--- src/rtl/multicycle_ctrl.sv ---
// Main control FSM of the multicycle RV32I core: owns PC/IR/register-file write
// strobes and sequences fetch, decode, execute, memory and write-back.
module multicycle_ctrl #(
    parameter logic [31:0] RESET_IR = 32'h00000013
) (
    input  logic        clk,
    input  logic        rst,
    output logic        imem_req,
    input  logic        imem_rvalid,
    input  logic [31:0] imem_rdata,
    output logic        dmem_req,
    output logic        dmem_we,
    input  logic        dmem_ack,
    output logic [31:0] ir,
    input  logic        branch_taken,
    output logic        alu_a_pc,
    output logic        alu_b_imm,
    output logic [1:0]  wb_sel,
    output logic        rf_we,
    output logic        pc_we,
    output logic [1:0]  pc_sel,
    output logic [31:0] instret,
    output logic        illegal,
    output logic [2:0]  state
);

    typedef enum logic [2:0] {
        ST_FETCH  = 3'd0,
        ST_WAIT_I = 3'd1,
        ST_DECODE = 3'd2,
        ST_EXEC   = 3'd3,
        ST_MEM    = 3'd4,
        ST_WB     = 3'd5,
        ST_TRAP   = 3'd7
    } state_t;

    localparam logic [6:0] OPC_LUI    = 7'b0110111;
    localparam logic [6:0] OPC_AUIPC  = 7'b0010111;
    localparam logic [6:0] OPC_JAL    = 7'b1101111;
    localparam logic [6:0] OPC_JALR   = 7'b1100111;
    localparam logic [6:0] OPC_BRANCH = 7'b1100011;
    localparam logic [6:0] OPC_LOAD   = 7'b0000011;
    localparam logic [6:0] OPC_STORE  = 7'b0100011;
    localparam logic [6:0] OPC_OPIMM  = 7'b0010011;
    localparam logic [6:0] OPC_OP     = 7'b0110011;

    function automatic logic opcode_supported(input logic [6:0] opc);
        case (opc)
            OPC_LUI, OPC_AUIPC, OPC_JAL, OPC_JALR, OPC_BRANCH,
            OPC_LOAD, OPC_STORE, OPC_OPIMM, OPC_OP: return 1'b1;
            default:                                return 1'b0;
        endcase
    endfunction

    state_t      state_r;
    state_t      state_next_s;
    logic [31:0] ir_r;
    logic [31:0] instret_r;
    logic        illegal_r;

    logic        imem_req_s;
    logic        dmem_req_s;
    logic        dmem_we_s;
    logic        alu_a_pc_s;
    logic        alu_b_imm_s;
    logic [1:0]  wb_sel_s;
    logic        rf_we_s;
    logic        pc_we_s;
    logic [1:0]  pc_sel_s;

    logic [6:0]  opcode_s;
    logic        is_jal_s;
    logic        is_jalr_s;
    logic        is_branch_s;
    logic        is_load_s;
    logic        is_store_s;
    logic        sel_a_pc_s;
    logic        sel_b_imm_s;

    assign opcode_s    = ir_r[6:0];
    assign is_jal_s    = (opcode_s == OPC_JAL);
    assign is_jalr_s   = (opcode_s == OPC_JALR);
    assign is_branch_s = (opcode_s == OPC_BRANCH);
    assign is_load_s   = (opcode_s == OPC_LOAD);
    assign is_store_s  = (opcode_s == OPC_STORE);
    assign sel_a_pc_s  = (opcode_s == OPC_AUIPC) | is_jal_s | is_branch_s;
    assign sel_b_imm_s = ~((opcode_s == OPC_OP) | is_branch_s);

    // State, IR, retire counter and sticky illegal flag.
    always_ff @(posedge clk) begin
        if (rst) begin
            state_r   <= ST_FETCH;
            ir_r      <= RESET_IR;
            instret_r <= 32'd0;
            illegal_r <= 1'b0;
        end else begin
            state_r <= state_next_s;
            if (state_r == ST_WAIT_I && imem_rvalid) begin
                ir_r <= imem_rdata;
            end
            if (pc_we_s) begin
                instret_r <= instret_r + 32'd1;
            end
            if (state_r == ST_DECODE && !opcode_supported(opcode_s)) begin
                illegal_r <= 1'b1;
            end
        end
    end

    // Next-state and datapath strobes; operand selects stay put from EXEC to WB
    // so the ALU result (address or jump target) is stable across MEM/WB.
    always_comb begin
        state_next_s = state_r;
        imem_req_s   = 1'b0;
        dmem_req_s   = 1'b0;
        dmem_we_s    = 1'b0;
        alu_a_pc_s   = 1'b0;
        alu_b_imm_s  = 1'b0;
        wb_sel_s     = 2'd0;
        rf_we_s      = 1'b0;
        pc_we_s      = 1'b0;
        pc_sel_s     = 2'd0;
        case (state_r)
            ST_FETCH: begin
                imem_req_s   = 1'b1;
                state_next_s = ST_WAIT_I;
            end
            ST_WAIT_I: begin
                if (imem_rvalid) begin
                    state_next_s = ST_DECODE;
                end else begin
                    state_next_s = ST_WAIT_I;
                end
            end
            ST_DECODE: begin
                if (opcode_supported(opcode_s)) begin
                    state_next_s = ST_EXEC;
                end else begin
                    state_next_s = ST_TRAP;
                end
            end
            ST_EXEC: begin
                alu_a_pc_s  = sel_a_pc_s;
                alu_b_imm_s = sel_b_imm_s;
                if (is_branch_s) begin
                    pc_we_s      = 1'b1;
                    pc_sel_s     = branch_taken ? 2'd1 : 2'd0;
                    state_next_s = ST_FETCH;
                end else if (is_load_s || is_store_s) begin
                    state_next_s = ST_MEM;
                end else begin
                    state_next_s = ST_WB;
                end
            end
            ST_MEM: begin
                alu_a_pc_s  = sel_a_pc_s;
                alu_b_imm_s = sel_b_imm_s;
                dmem_req_s  = 1'b1;
                dmem_we_s   = is_store_s;
                if (dmem_ack) begin
                    if (is_store_s) begin
                        pc_we_s      = 1'b1;
                        state_next_s = ST_FETCH;
                    end else begin
                        state_next_s = ST_WB;
                    end
                end else begin
                    state_next_s = ST_MEM;
                end
            end
            ST_WB: begin
                alu_a_pc_s  = sel_a_pc_s;
                alu_b_imm_s = sel_b_imm_s;
                rf_we_s     = (ir_r[11:7] != 5'd0);
                pc_we_s     = 1'b1;
                if (is_load_s) begin
                    wb_sel_s = 2'd1;
                end else if (is_jal_s || is_jalr_s) begin
                    wb_sel_s = 2'd2;
                end else begin
                    wb_sel_s = 2'd0;
                end
                if (is_jal_s) begin
                    pc_sel_s = 2'd1;
                end else if (is_jalr_s) begin
                    pc_sel_s = 2'd2;
                end else begin
                    pc_sel_s = 2'd0;
                end
                state_next_s = ST_FETCH;
            end
            ST_TRAP: begin
                state_next_s = ST_TRAP;
            end
            default: begin
                state_next_s = ST_FETCH;
            end
        endcase
    end

    // Reset masks every strobe immediately, even when aborting mid-access.
    assign imem_req  = imem_req_s  & ~rst;
    assign dmem_req  = dmem_req_s  & ~rst;
    assign dmem_we   = dmem_we_s   & ~rst;
    assign alu_a_pc  = alu_a_pc_s  & ~rst;
    assign alu_b_imm = alu_b_imm_s & ~rst;
    assign rf_we     = rf_we_s     & ~rst;
    assign pc_we     = pc_we_s     & ~rst;
    assign wb_sel    = rst ? 2'd0 : wb_sel_s;
    assign pc_sel    = rst ? 2'd0 : pc_sel_s;

    assign ir      = ir_r;
    assign instret = instret_r;
    assign illegal = illegal_r;
    assign state   = state_r;

endmodule

--- config.mk ---
export PLATFORM = sky130hd
export DESIGN_NAME = multicycle_ctrl
export DESIGN_NICKNAME = d
export VERILOG_FILES = /design/src/rtl/multicycle_ctrl.sv
export SDC_FILE = /design/constraint.sdc
export NUM_CORES = 1
export LEC_CHECK = 0
export BUFFER_PORTS_ARGS = -buffer_cell sky130_fd_sc_hd__buf_2
export CAP_MARGIN = 30
export CELL_PAD_IN_SITES_DETAIL_PLACEMENT = 1
export CELL_PAD_IN_SITES_GLOBAL_PLACEMENT = 1
export CORE_MARGIN = 1
export CORE_UTILIZATION = 30
export DETAILED_ROUTE_END_ITERATION = 8
export PLACE_DENSITY = 0.72
export SLEW_MARGIN = 20
export SYNTH_ARGS = -nofsm -noshare
export SYNTH_HDL_FRONTEND = slang
export SYNTH_SLANG_ARGS = --single-unit
--- constraint.sdc ---
create_clock -name clk -period 4.8 [get_ports clk]
set_clock_uncertainty 0.1 [all_clocks]
set_input_delay 0.96 -clock clk [delete_from_list [all_inputs] [get_ports clk]]
set_output_delay 0.96 -clock clk [all_outputs]
set_load 0.01 [all_outputs]
==> out/results.txt <==
Compound-cell area share of the yosys netlist: 0.167. The number of nets with antenna violations after detailed routing came out at 0. Summed over all layers, the global routing overflow is 0. The HPWL after detailed placement is 7.27 mm.

Walking the worst path, the cells encountered are nand2b_1, or2_1, buf_16, or4_1, nor3_1, buf_2. By count the netlist is led by sky130_fd_sc_hd__nand2_1, sky130_fd_sc_hd__dfxtp_1, sky130_fd_sc_hd__a21oi_1. The number of pins with negative max-slew slack in the final report is 0, and the post-detailed-route via-to-cell ratio is 5.15. For the number of global-route vias before repair, the log shows 3,460. The total power was 1.50 mW; the area share of the leading cell type in the synthesized netlist was 0.382.

The routed wire length per instance was 15.7 um; the highest net fanout along the worst path was 20. The internal power of the cells totals 1.12 mW. The overall die width was 111 um; the final period demand of the worst path was 3.45 ns. The congestion estimate from routability-driven global placement came to 0.747.

For the combinational fraction of design power, the log shows 0.110. The path type of the worst setup path was flop to output port. Max-cap violations in this run came to 0.

The logs give 10.7 mm for the routed wire length and 1.35 ns for the worst-case setup margin in the final layout. At the later pin of the worst-skew pair, clock insertion delay measures 0.34 ns. 0 antenna diodes ended up in the layout.

The flow ran to the end, but the final reports show violations. The die covers 12,300 um2. Clock tree synthesis inserted a total of 9 buffers.

The fraction of the mapped netlist area in adder cells was 0.00351; the area share of and/or/nand/nor cells after synthesis was 0.300. The count of endpoints failing hold in the final timing report was 0; the global routing usage summed across all routing layers was 0.179. The total number of H-tree levels was 3; the mean instance size in the synthesized netlist was 8.21 um2. The final reports fail on design-rule violations.

Counting tap cells, the placed design contains a total of 661 instances. The largest single stage delay on the critical path is 0.57 ns. The upper clock frequency limit came out at 290 MHz.

The mux share of post-synthesis cell area is 0.0916. Data arrives at the worst endpoint at 2.39 ns. The first global-routing pass estimated 17.6 mm of wire.

In this run the power spent charging and discharging nets is 376 uW. The path class of the tightest hold or removal check is flop to flop. The xor/xnor share of the synthesized area is 0.00246, and the post-synthesis register bit count is 68.

Pin slew with the least headroom to its limit: 0.757 ns. For this run, design rule violations remaining after detail routing come to 11. The clock passes through at most 2 buffers.

Setup violations remaining at the end of the flow were counted as 0. For this run, the leading register cell type out of synthesis is sky130_fd_sc_hd__dfxtp_1. For this design the top-level I/O count stands at 116. Clock transition at the register clock pins on the worst setup and hold paths after CTS: 0.06 ns. TritonCTS built the clock tree. The worst-case IR drop observed on VDD is 211 uV. For the worst setup path, the data required time is 3.74 ns. Summing over every cut layer, the via total after detailed routing is 3,489. The synthesized netlist occupies a cell area of 3560 um2. The cell area power density was 329 nW/um2; the fraction of the cycle the final worst path needs was 0.718. For the initial antenna violation count, the log shows 0.

The run gives 0 as the hold buffer count at CTS. Setup repair after global routing left no endpoint under its margin. The switching share of total power was 0.251; the number of gates given a new drive strength after cts was 0. The share of layout cells above drive strength 1 is 0.321.

The net count of the finished layout is 568. OpenSTA, run right after detailed placement, puts the worst setup slack at 1.43 ns. The leading area contributor after synthesis was sky130_fd_sc_hd__dfxtp_1. Synthesis produced a netlist with a net count of 472. For the synthesis warning total, the log shows 0. In the synthesized netlist, the number of instances is 434. The effective utilization at floorplan was 0.310; the fraction of the yosys area taken by sequential cells was 0.382.

The initialized floorplan defines 39 standard-cell rows. Count of input and output buffers: 115. In this run the standard cell core region covers 11,500 um2. The pre-antenna-repair detailed-routing pass consisted of 6 iterations. The logs give 0.496 for the relative slew slack and 75 for the largest net degree at the start of global routing. The number of distinct library cells after synthesis was 51. The worst setup path is captured at an output port. The area growth from synthesis to layout is 27.7%. Leaving out filler cells and counting taps, the final layout contains 678. After clock tree synthesis, the setup repair step added 0 buffers. In this run, the number of DRC markers left after iteration 0 of detailed routing was 116.

After synthesis, the largest family of logic cells by area is simple AND/OR/NAND/NOR gates. Share of total power in sequential cells: 0.409. Yosys attributes the largest share of cell area to sky130_fd_sc_hd__dfxtp_1, sky130_fd_sc_hd__mux2_2, sky130_fd_sc_hd__nand2_1. The final instance area was 4550 um2. Among all cell types in the netlist, the one instantiated most often is sky130_fd_sc_hd__nand2_1. The tools report the type of element launching the critical path as a flop. The cell at the root of the clock tree is sky130_fd_sc_hd__clkbuf_16. The TritonCTS sink count is 68, and the clock share of power is 0.481. For the sum of negative setup slack, the log shows 0 ns. From bottom edge to top edge, the die measures 111 um.

The placed instances occupy a cell area of 4210 um2. In this run, synthesis inferred 0 flip-flops with an integrated enable. The fraction of registers with async set or reset after synthesis is 0.

The cell with the biggest individual delay on the critical path was sky130_fd_sc_hd__dfxtp_1. For this design the static power due to leakage is 1.92 nW.
==> stage by stage <==
step	hold WS, ns	util
after floorplan	0.370	-
after global placement	0.335	0.363
after detailed placement	0.349	0.365
after CTS	0.357	0.393
after global routing	0.377	0.395
final	0.355	0.395
==> layer usage <==
metal	global-route usage	vias to the layer above	share of wire
met5	0	-	0
met2	0.293	102	0.47
met3	0.0596	15	0.069
li1	-	1714	-
met1	0.214	1658	0.44
met4	0.0749	0	0.020
==> worst paths after layout <==
check             startpoint           to  cells past startpoint  slack [ns]
setup / recovery    state[2]    wb_sel[0]                      6        1.35
hold / removal        ir[18]       ir[18]                      2        0.35
setup reg to reg  instret[5]  instret[23]                      4        2.10
hold reg to reg       ir[18]       ir[18]                      2        0.35
==> power groups by stage <==
| stage | Clock, mW | Combinational (mW) | Sequential, mW |
|---|---|---|---|
| 2_1_floorplan | 0 | 0.101 | 0.623 |
| 3_3_place_gp | 0 | 0.155 | 0.623 |
| 3_5_place_dp | 0 | 0.165 | 0.625 |
| 4_1_cts | 0.741 | 0.167 | 0.613 |
| 5_1_grt | 0.767 | 0.185 | 0.617 |
| 6_report | 0.721 | 0.165 | 0.613 |
==> placed cells by master (no fill, tap or decap), types with 3 or more instances in the layout <==
cell type / n
sky130_fd_sc_hd__a2111oi_0: 5
sky130_fd_sc_hd__a2111oi_1: 3
sky130_fd_sc_hd__a2111oi_2: 4
sky130_fd_sc_hd__a211oi_1: 11
sky130_fd_sc_hd__a21o_1: 4
sky130_fd_sc_hd__a21oi_1: 40
sky130_fd_sc_hd__and2_1: 4
sky130_fd_sc_hd__and4_1: 7
sky130_fd_sc_hd__buf_2: 114
sky130_fd_sc_hd__buf_4: 3
sky130_fd_sc_hd__clkbuf_16: 9
sky130_fd_sc_hd__dfxtp_1: 68
sky130_fd_sc_hd__inv_1: 7
sky130_fd_sc_hd__mux2_2: 28
sky130_fd_sc_hd__nand2_1: 83
sky130_fd_sc_hd__nand2b_1: 4
sky130_fd_sc_hd__nand3_1: 10
sky130_fd_sc_hd__nand3b_1: 3
sky130_fd_sc_hd__nand4_1: 7
sky130_fd_sc_hd__nor2_1: 38
sky130_fd_sc_hd__nor2b_1: 27
sky130_fd_sc_hd__nor3_1: 7
sky130_fd_sc_hd__nor4_1: 3
sky130_fd_sc_hd__o21ai_0: 4
sky130_fd_sc_hd__or4_1: 3
==> cell families after synthesis <==
logic type               count (synthesis)
flip-flops                              68
AND/OR/NAND/NOR                        213
XOR/XNOR                                 1
adder cells (fa/ha/maj)                  1
multiplexers                            29
buffers and inverters                   41
AO/OA/AOI/OAI                           81
==> critical path: cells and delay by family, from the launching register on <==
family / cells / cell delay, ns
AND/OR/NAND/NOR: 4 / 1.08
flip-flops: 1 / 0.57
buffers and inverters: 2 / 0.39
==> sequential cells by signal, summed over array words and instances (netlist names) <==
signal   cells
ir          32
instret     32
illegal      1
state        3
==> cell type report <==
type / instances / area (um2)
Inverter: 7 / 26.3
Tap cell: 143 / 179
Fill cell: 1397 / 6960
Clock buffer: 12 / 246
Timing Repair Buffer: 119 / 648
Clock inverter: 4 / 72.6
Multi-Input combinational cell: 325 / 2020
Sequential cell: 68 / 1360
Power figures use the tool's default switching activity.
